[src/rtl/player_move.sv]
// Grid player movement: debounced buttons, frame-synchronous moves, goal detect.
// Define PLAYER_MOVE_CNT_EN to build the saturating move counter on o_MoveCnt.
module player_move #(
   parameter logic [19:0] DEB_CYCLES = 20'd500000,
   parameter logic [5:0]  ROW        = 6'd40
) (
   input  logic          i_Clk,
   input  logic          i_Rst,
   input  logic [1:0]    i_Level,
   input  logic [1199:0] i_Map,
   input  logic [3:0]    i_Btn,
   input  logic          i_fDrawDone,
   input  logic          i_Load,
   input  logic [5:0]    i_StartPos_X,
   input  logic [4:0]    i_StartPos_Y,
   input  logic [5:0]    i_GoalPos_X,
   input  logic [4:0]    i_GoalPos_Y,
   output logic [5:0]    o_PlayerPos_X,
   output logic [4:0]    o_PlayerPos_Y,
   output logic          o_fGoal,
   output logic [9:0]    o_MoveCnt
);

   typedef enum logic [2:0] {
      IDLE,
      PEND,
      CHECK,
      COMMIT,
      GOAL
   } state_t;

   state_t      state_q, state_d;
   logic [3:0]  btn_q, deb_q, deb_d1;
   logic [19:0] deb_cnt [4];
   logic [3:0]  dir_q, dir_d;
   logic [5:0]  pos_x_q, pos_x_d, tgt_x_q, tgt_x_d;
   logic [4:0]  pos_y_q, pos_y_d, tgt_y_q, tgt_y_d;
   logic        ok_q, ok_d, wall_q, wall_d;
   logic        goal_q, goal_d;
   logic [6:0]  tx;
   logic [5:0]  ty;
   logic [5:0]  xmax;
   logic [4:0]  ymax;
   logic [10:0] idx;
   logic        valid, wall, accept, start_goal;

   always_ff @(posedge i_Clk or negedge i_Rst) begin
      if (!i_Rst) begin
         btn_q  <= '0;
         deb_q  <= '0;
         deb_d1 <= '0;
         for (int i = 0; i < 4; i++) deb_cnt[i] <= '0;
      end else begin
         btn_q  <= i_Btn;
         deb_d1 <= deb_q;
         for (int i = 0; i < 4; i++) begin
            if (i_Btn[i] != btn_q[i])
               deb_cnt[i] <= '0;
            else if (deb_cnt[i] == DEB_CYCLES - 20'd1)
               deb_q[i] <= btn_q[i];
            else
               deb_cnt[i] <= deb_cnt[i] + 20'd1;
         end
      end
   end

   // a rising edge only counts when it is the sole debounced button held
   assign accept = (state_q == IDLE) && $onehot(deb_q) &&
                   (|(deb_q & ~deb_d1)) && (i_Level != 2'b00);

   assign start_goal = (i_StartPos_X == i_GoalPos_X) &&
                       (i_StartPos_Y == i_GoalPos_Y);

   always_comb begin
      xmax = 6'd15;
      ymax = 5'd11;
      case (i_Level)
         2'b10:   begin xmax = 6'd31; ymax = 5'd23; end
         2'b11:   begin xmax = 6'd39; ymax = 5'd29; end
         default: begin xmax = 6'd15; ymax = 5'd11; end
      endcase
      // one extra bit so stepping below zero shows up in the msb
      tx = {1'b0, pos_x_q};
      ty = {1'b0, pos_y_q};
      unique case (1'b1)
         dir_q[3]: ty = ty - 6'd1;
         dir_q[2]: ty = ty + 6'd1;
         dir_q[1]: tx = tx - 7'd1;
         dir_q[0]: tx = tx + 7'd1;
         default:  ;
      endcase
      valid = (i_Level != 2'b00) && !tx[6] && !ty[5] &&
              (tx[5:0] <= xmax) && (ty[4:0] <= ymax);
      idx  = 11'(ty[4:0]) * 11'(ROW) + 11'(tx[5:0]);
      wall = valid && i_Map[11'd1199 - idx];
   end

   always_comb begin
      state_d = state_q;
      dir_d   = dir_q;
      pos_x_d = pos_x_q;
      pos_y_d = pos_y_q;
      tgt_x_d = tgt_x_q;
      tgt_y_d = tgt_y_q;
      ok_d    = ok_q;
      wall_d  = wall_q;
      if (i_Load) begin
         pos_x_d = i_StartPos_X;
         pos_y_d = i_StartPos_Y;
         dir_d   = '0;
         state_d = start_goal ? GOAL : IDLE;
      end else begin
         unique case (state_q)
            IDLE: begin
               if (accept) begin
                  dir_d   = deb_q;
                  state_d = PEND;
               end
            end
            PEND: begin
               if (i_fDrawDone) state_d = CHECK;
            end
            CHECK: begin
               tgt_x_d = tx[5:0];
               tgt_y_d = ty[4:0];
               ok_d    = valid;
               wall_d  = wall;
               state_d = COMMIT;
            end
            COMMIT: begin
               if (ok_q && !wall_q) begin
                  pos_x_d = tgt_x_q;
                  pos_y_d = tgt_y_q;
               end
               state_d = ((pos_x_d == i_GoalPos_X) &&
                          (pos_y_d == i_GoalPos_Y)) ? GOAL : IDLE;
            end
            GOAL:    state_d = GOAL;
            default: state_d = IDLE;
         endcase
      end
      goal_d = (state_d == GOAL);
   end

   always_ff @(posedge i_Clk or negedge i_Rst) begin
      if (!i_Rst) begin
         state_q <= IDLE;
         dir_q   <= '0;
         pos_x_q <= '0;
         pos_y_q <= '0;
         tgt_x_q <= '0;
         tgt_y_q <= '0;
         ok_q    <= 1'b0;
         wall_q  <= 1'b0;
         goal_q  <= 1'b0;
      end else begin
         state_q <= state_d;
         dir_q   <= dir_d;
         pos_x_q <= pos_x_d;
         pos_y_q <= pos_y_d;
         tgt_x_q <= tgt_x_d;
         tgt_y_q <= tgt_y_d;
         ok_q    <= ok_d;
         wall_q  <= wall_d;
         goal_q  <= goal_d;
      end
   end

   assign o_PlayerPos_X = pos_x_q;
   assign o_PlayerPos_Y = pos_y_q;
   assign o_fGoal       = goal_q;

`ifdef PLAYER_MOVE_CNT_EN
   logic [9:0] cnt_q;
   logic       mv;

   assign mv = !i_Load && (state_q == COMMIT) && ok_q && !wall_q;

   always_ff @(posedge i_Clk or negedge i_Rst) begin
      if (!i_Rst)
         cnt_q <= '0;
      else if (i_Load)
         cnt_q <= '0;
      else if (mv && (cnt_q != 10'h3FF))
         cnt_q <= cnt_q + 10'd1;
   end

   assign o_MoveCnt = cnt_q;
`else
   assign o_MoveCnt = 10'd0;
`endif

endmodule

[config.mk]
export PLATFORM = sky130hd
export DESIGN_NAME = player_move
export DESIGN_NICKNAME = d
export VERILOG_FILES = /design/src/rtl/player_move.sv
export SDC_FILE = /design/constraint.sdc
export NUM_CORES = 1
export LEC_CHECK = 0
export BUFFER_PORTS_ARGS = -buffer_cell sky130_fd_sc_hd__buf_4
export CAP_MARGIN = 5
export CORE_AREA = 4 4 489 491
export CTS_CLUSTER_DIAMETER = 120
export DETAILED_ROUTE_END_ITERATION = 12
export DIE_AREA = 0 0 493 495
export PLACE_DENSITY_LB_ADDON = 0.15
export SLEW_MARGIN = 25
export SYNTH_ARGS = -nofsm -noshare
export SYNTH_HDL_FRONTEND = slang
export SYNTH_SLANG_ARGS = --single-unit
[constraint.sdc]
create_clock -name i_Clk -period 12.35 [get_ports i_Clk]
set_input_delay 1.8525 -clock i_Clk [delete_from_list [all_inputs] [get_ports i_Clk]]
set_output_delay 1.8525 -clock i_Clk [all_outputs]
set_load 0.01 [all_outputs]
==> results of run 1 <==
[area by class of cell]
| type | instances | area, um^2 |
|---|---|---|
| Fill cell | 27366 | 203000 |
| Sequential cell | 124 | 3100 |
| Multi-Input combinational cell | 2203 | 14500 |
| Inverter | 36 | 138 |
| Clock inverter | 7 | 164 |
| Tap cell | 3150 | 3940 |
| Clock buffer | 21 | 470 |
| Timing Repair Buffer | 1300 | 9820 |
| Antenna cell | 13 | 32.5 |
[registers in the layout, indices dropped and copies added (netlist names)]
signal / cells
btn_q: 4
deb_cnt: 80
deb_d1: 4
deb_q: 4
dir_q: 4
o_PlayerPos_X: 6
o_PlayerPos_Y: 5
o_fGoal: 1
ok_q: 1
state_q: 3
tgt_x_q: 6
tgt_y_q: 5
wall_q: 1
[per-stage QoR]
stage          utilization, %  worst slack (ps)
6_report                 13.7              5320
5_1_grt                  13.7              4530
4_1_cts                  13.7              4800
3_5_place_dp             13.4              4820
3_3_place_gp             13.4              4460
2_1_floorplan               -              6960
[path summary, 6_finish.rpt]
check | startpoint | endpoint | slack (ps) | cells after the start
max | dir_q[0] | wall_q | 5320 | 19
min | deb_q[2] | deb_d1[2] | 510 | 0
max reg2reg | dir_q[0] | wall_q | 5320 | 19
min reg2reg | deb_q[2] | deb_d1[2] | 510 | 0
max in group asynchronous | i_Rst | o_PlayerPos_X[3] | 9580 | 2
min in group asynchronous | i_Rst | deb_cnt[17] | 1480 | 1
[per-layer routing]
metal	vias to the layer above	track usage (%)	part of all wire (%)
li1	11716	-	-
met1	12412	16.1	37
met2	869	29.6	56
met3	117	3.09	5.6
met4	30	2.13	1.3
met5	-	0	0.10
[worst max-delay path: stages (launching register included)]
cell,delay [ps]
dfrtp_1,700
inv_1,270
ha_1,380
nor2b_1,160
o21ai_0,150
nand2b_1,110
xnor2_1,140
a21oi_1,430
xnor2_1,140
ha_1,510
a21o_1,250
o21ai_0,500
nand3_1,700
nor3_2,870
o2111ai_1,370
o311a_1,290
o211a_1,140
a311oi_1,440
or4_1,290
a32oi_1,70
[power by group through the flow]
| stage | clock [mW] | combinational, mW | sequential (mW) |
|---|---|---|---|
| floorplan | 0 | 1.04 | 0.463 |
| global placement | 0 | 2.53 | 0.476 |
| detailed placement | 0 | 2.56 | 0.476 |
| CTS | 0.596 | 2.56 | 0.469 |
| global route | 0.613 | 2.63 | 0.473 |
| finish | 0.574 | 2.43 | 0.468 |
[cell families after synthesis]
logic type               Yosys count  synth area share (%)
XOR/XNOR                         105                  4.93
AO/OA/AOI/OAI                    502                  19.2
other                              1                0.0201
buffers and inverters            260                  7.47
multiplexers                     254                  17.2
AND/OR/NAND/NOR                 1290                  31.5
adder cells (fa/ha/maj)           42                  2.98
flip-flops                       124                  16.6
[placed cells by master, fill, tap and decap left out, drive strengths merged, types with 9 or more instances in the layout]
cell and instances:
buf 1300, nand2 650, nand3 256, mux2i 189, nor2 132, dfrtp 124
a32oi 99, a21oi 84, o21ai 82, nand4 75, xor2 68, and3 57
mux4 52, a31oi 42, a211oi 41, ha 38, xnor2 37, inv 34
nor3 23, clkbuf 21, o211ai 19, o2111ai 18, nor4 18, nor2b 14
or3 14, diode 13, mux2 13, nand2b 12, a22oi 12, a221oi 12
conb 10, a21o 9, a311oi 9
==> key figures, run 1 <==
STA
  • Pin slew with the least headroom to its limit: slightly below 1000 ps
  • Pins Over Slew Limit: 0
  • WHS: around 510 ps
  • Fin crit period: about 7000 ps
  • Slew headroom: about a third
  • Final hold viol count: 0
  • Skew final: roughly 28 ps
  • Final setup fails: 0
  • RSZ-0062 raised after global routing: no
  • FMAX: ~0.14 GHz
  • Final setup TNS: 0 ps
  • Fin crit share: 56.9%

Routing
  • Antenna Nets Post-Route: 0
  • Routed vias: ~25000
  • Drt first pass iters: 5
  • Drt total wl: around 190000 um
  • First DRT Iteration DRCs: 1401
  • DR DRC count: 0
  • Vias per cell: between 3 and 4
  • DR WL/cell: 27.9 um

Pwr
  • Worst vdd rail ir drop: approximately 0.081 mV
  • PD cells: between 100 and 150 nW/um^2
  • Clock share of power: between 15 and 20%
  • Comb power frac: 69.9%
  • Internal: between 1.5 and 2 mW
  • Switching Share: about 53%
  • Fraction of power consumed by sequential logic: a little over an eighth
  • Final Total Pwr: between 3 and 4 mW
  • Total net switching power: between 1.5 and 2 mW
  • Leak: around 14 nW

Synthesis
  • Synth area leader: dfrtp_1
  • Seq/Total Area, Yosys: between 15 and 20%
  • Commonest cells in the netlist: nand2_1 (649), nand3_1 (255), mux2i_1 (189)
  • Syn avg cell area: 7.23 um^2
  • Asr flop ratio synth: between 90% and 100%
  • Seq cells post-synth: 124
  • Synth cell types: roughly 80
  • Synth top area cells: dfrtp_1 (17%), nand2_1 (13%), mux2i_1 (10%)
  • Post-synth top area share: between 10% and 20%
  • Mapped cell area: 18600 um^2
  • Ys Warns: 0
  • Post-synth EDFFs: 0
  • Top-count cell post-synth: nand2_1
  • Synth Instances: approximately 2600
  • Main synth FF type: dfrtp_1

Floorplan
  • Row cnt: roughly 180
  • Number of I/O pins: between 1000 and 1500
  • Die width: ~500 um
  • Die Y: 495 um
  • Initial core utilization: just under 8%
  • Die ar.: approximately 240000 um^2
  • Core footprint: approximately 230000 um^2

Final layout
  • Share of layout cells above drive strength 1: approximately 40%
  • Non-Filler Instances: around 7000
  • Area added between synthesis and finish: 72.7%
  • Post-Layout Inst Area: 32200 um^2
  • Fin nets: just under 5000

Placement
  • DPL Wire Length: approximately 160000 um
  • Placed insts: just under 7000
  • PortBufs: between 1000 and 1500
  • RePlAce Congestion: about 0.87
  • DP Area: between 30000 and 40000 um^2

Clock tree
  • TritonCTS buffer count: 17
  • Clk slew on worst S/H paths: 80 ps
  • Post-CTS Setup Inserts: 0
  • Clock Sinks: 124
  • Post-CTS sizing: 0
  • H-tree level count: 4
  • CTS tree: built
  • CTS root buf: clkbuf_16
  • Clock Tree Buf Depth: 2
  • Cts hold-fix bufs: 0
  • Clk Latency, worst-skew pair: between 400 and 500 ps

Global route
  • Number of global-route vias before repair: ~27000
  • Grt total ovfl: 0
  • Initial antenna violation count: 57
  • Total GRT Usage: between 10 and 15%
  • Pin count of the biggest net entering global routing: 127
  • Global-route wire length before repair: 247000 um

Outcome
  • Outcome: finished, final reports clean

Setup path
  • Critical Path Start Type: register
  • Critical Path RT: 12660 ps
  • Critical Path End Type: register
  • Crit Path Max Fanout: 13
  • WS Path Type: reg -> reg
  • Worst EP arrival: between 7000 and 8000 ps

Flow run
  • Maxcap violations: 0

Worst hold path
  • Hold Path Class: reg -> reg
Note: power is estimated with default switching activity, not from simulation.
==> run 2: changes to the inputs <==
- CORE_AREA: 4 4 489 491 -> 4 4 485 487
- DIE_AREA: 0 0 493 495 -> 0 0 489 491
- clock period: 12.35 -> 6.2 ns (I/O delays scaled with it)
==> run 2 against run 1 <==
Compared with the run above: clock-buffer cell count is 2 lower; first-iteration DRC count is 3.4% lower; die area is 1.6% lower; core utilization is 0.37 points higher; register-to-register slack worse by 4900 ps; final area is 1.3% higher; critical path depth is 1 lower; critical endpoint unchanged; largest power group unchanged; highest routed layer unchanged.
==> key figures, run 2 (synthesis gave the netlist of run 1 again) <==
Pwr
  • Worst vdd rail ir drop: 0.201 mV (was 0.0809 mV)
  • Clock share of power: 13.9% (was 16.6%)
  • Fraction of power consumed by sequential logic: 13.5% (about the same)
  • Internal: 3.18 mW (was 1.61 mW)
  • PD cells: 212 nW/um^2 (was 108 nW/um^2)
  • Total net switching power: 3.72 mW (was 1.85 mW)
  • Leak: 14.0 nW (was 13.7 nW)
  • Switching Share: 53.9% (was 53.4%)
  • Comb power frac: 72.6% (was 69.9%)

Clock tree
  • CTS tree: built (unchanged)
  • TritonCTS buffer count: 17 (unchanged)
  • H-tree level count: 4 (unchanged)
  • CTS root buf: clkbuf_16 (unchanged)
  • Clk slew on worst S/H paths: 70 ps (was 80 ps)
  • Clk Latency, worst-skew pair: 440 ps (was 450 ps)
  • Clock Sinks: 124 (unchanged)
  • Cts hold-fix bufs: 0 (unchanged)
  • Clock Tree Buf Depth: 2 (unchanged)

STA
  • Fin crit share: 92.8% (was 56.9%)
  • Final worst slack: 444 ps (was 5320 ps)
  • Final hold viol count: 0 (unchanged)
  • Final setup fails: 0 (unchanged)
  • Pins Over Slew Limit: 0 (unchanged)
  • Fin crit period: 5760 ps (was 7030 ps)
  • Skew final: 11.0 ps (was 28.2 ps)
  • Slew headroom: 33.3% (was 34.2%)
  • Pin slew with the least headroom to its limit: 999 ps (was 980 ps)
  • RSZ-0062 raised after global routing: no (unchanged)
  • FMAX: 0.174 GHz (was 0.142 GHz)

Routing
  • Antenna Nets Post-Route: 0 (unchanged)
  • Routed vias: 25217 (was 25144)
  • Drt total wl: 195000 um (was 191000 um)
  • First DRT Iteration DRCs: 1354 (was 1401)
  • Vias per cell: 3.70 (was 3.67)
  • DR WL/cell: 28.6 um (was 27.9 um)
  • Drt first pass iters: 5 (unchanged)
  • DR DRC count: 0 (unchanged)

Floorplan
  • Die ar.: 240000 um^2 (was 244000 um^2)
  • Die Y: 491 um (was 495 um)
  • Number of I/O pins: 1254 (unchanged)
  • Initial core utilization: 8.06% (was 7.94%)
  • Row cnt: 177 (was 178)
  • Die width: 489 um (was 493 um)
  • Core footprint: 231000 um^2 (was 235000 um^2)

Placement
  • Place WS: -178 ps (was 4820 ps)
  • PortBufs: 1243 (unchanged)
  • DP Area: 31900 um^2 (was 31500 um^2)
  • DPL Wire Length: 165000 um (was 160000 um)
  • RePlAce Congestion: 0.828 (was 0.873)

Global route
  • Grt total ovfl: 0 (unchanged)
  • Number of global-route vias before repair: 26762 (was 26677)
  • Initial antenna violation count: 49 (was 57)
  • Global-route wire length before repair: 250000 um (was 247000 um)
  • Total GRT Usage: 15.4% (was 14.8%)
  • Pin count of the biggest net entering global routing: 86 (was 127)

Final layout
  • Area of the multi-input gates: 14500 um^2 (about the same)
  • Register area: 3100 um^2 (about the same)
  • Max FFs per register: 80 (unchanged)
  • Fill cells: 26778 (was 27366)
  • Post-Layout Inst Area: 32600 um^2 (was 32200 um^2)
  • Area added between synthesis and finish: 74.9% (was 72.7%)
  • Fin nets: 5016 (was 4956)
  • Share of layout cells above drive strength 1: 40.5% (was 39.4%)
  • Biggest register: deb_cnt (unchanged)
  • Most frequent cells in the layout: buf_4 (1340), nand2_1 (647), nand3_1 (252) (was buf_4 (1294), nand2_1 (647), nand3_1 (253))
  • Commonest non-fill, non-tap cell in the layout: buf_4 (unchanged)

Setup path
  • Critical Path Start Type: register (unchanged)
  • Worst EP arrival: 6060 ps (was 7350 ps)
  • Reg-to-reg startpoint: o_PlayerPos_X[1] (was dir_q[0])
  • Worst Setup SP: o_PlayerPos_X[1] (was dir_q[0])
  • Critical Path RT: 6500 ps (was 12660 ps)
  • WS Path Type: reg -> reg (unchanged)
  • Crit Path Max Fanout: 9 (was 13)
  • Critical Path End Type: register (unchanged)

Worst hold path
  • Hold Path Class: in -> async (was reg -> reg)

Flow run
  • Maxcap violations: 0 (unchanged)

Outcome
  • Outcome: finished, final reports clean (unchanged)
run 2: path summary, 6_finish.rpt:
kind | to | slack, ps | cells past startpoint
min in group i_Clk | ok_q | 500 | 2
worst max-delay path | wall_q | 440 | 18
worst min-delay path | deb_cnt[39] | 380 | 1
worst min register to register | ok_q | 500 | 2
worst max register to register | wall_q | 440 | 18
max in group asynchronous | dir_q[2] | 4820 | 2
run 2: worst max-delay path, stage by stage (launching register included):
cell      delay [ps]
dfrtp_1          470
inv_1            120
fa_1             430
nor2b_1          170
o21ai_0          100
nand2b_1         120
xnor2_1           70
a21oi_1          400
xnor2_1          190
ha_1             600
xor2_4           240
buf_4            310
nand3_2          500
a31oi_1          870
o211ai_1         180
buf_4            220
a32oi_1          250
a31o_2           260
a32oi_1          120
run 2: timing repair:
action,4_1_cts,5_1_grt
buffers inserted,4,4
resized for setup,3,11
pin swaps,2,3
cloned,0,0
endpoints found under the setup margin,1,1
run 2: per-layer routing:
layer  up-vias  share of wire, %  wire length, um  global-route usage (%)
met3       100               5.5            10700                    2.67
li1      11842                 -                -                       -
met2       878                55           108000                    30.7
met1     12381                38            73400                    16.9
met5         -             0.053              103                       0
met4        16               1.3             2570                    2.02
run 2: metrics by stage:
| step | power (mW) | utilization (%) | hold slack [ps] | instances | setup TNS (ps) |
|---|---|---|---|---|---|
| finish | 6.91 | 14.1 | 384 | 6814 | 0 |
| global route | 7.43 | 14.1 | 386 | 6800 | 0 |
| floorplan | 2.99 | - | 388 | 2587 | 0 |
| detailed placement | 6.12 | 13.8 | 476 | 6758 | -178 |
| CTS | 7.18 | 14.0 | 369 | 6792 | 0 |
| global placement | 6.11 | 13.7 | 473 | 6755 | -956 |
run 2: power groups by stage:
stage               Combinational, mW  Sequential, mW  Clock [mW]
floorplan                        2.07           0.922           0
global placement                 5.16           0.945           0
detailed placement               5.18           0.944           0
CTS                              5.24           0.931        1.01
global route                     5.45           0.939        1.04
finish                           5.01           0.932       0.961
run 2: area by class of cell:
cell class                 instances  share of cell area [%]
timing repair buffer            1360                    32.0
antenna                           18                   0.138
clock inverter                    11                   0.303
tap                             3043                    11.7
inverter                          36                   0.422
clock buffer                      19                    1.36
sequential                       124                    9.52
multi-input combinational       2203                    44.6
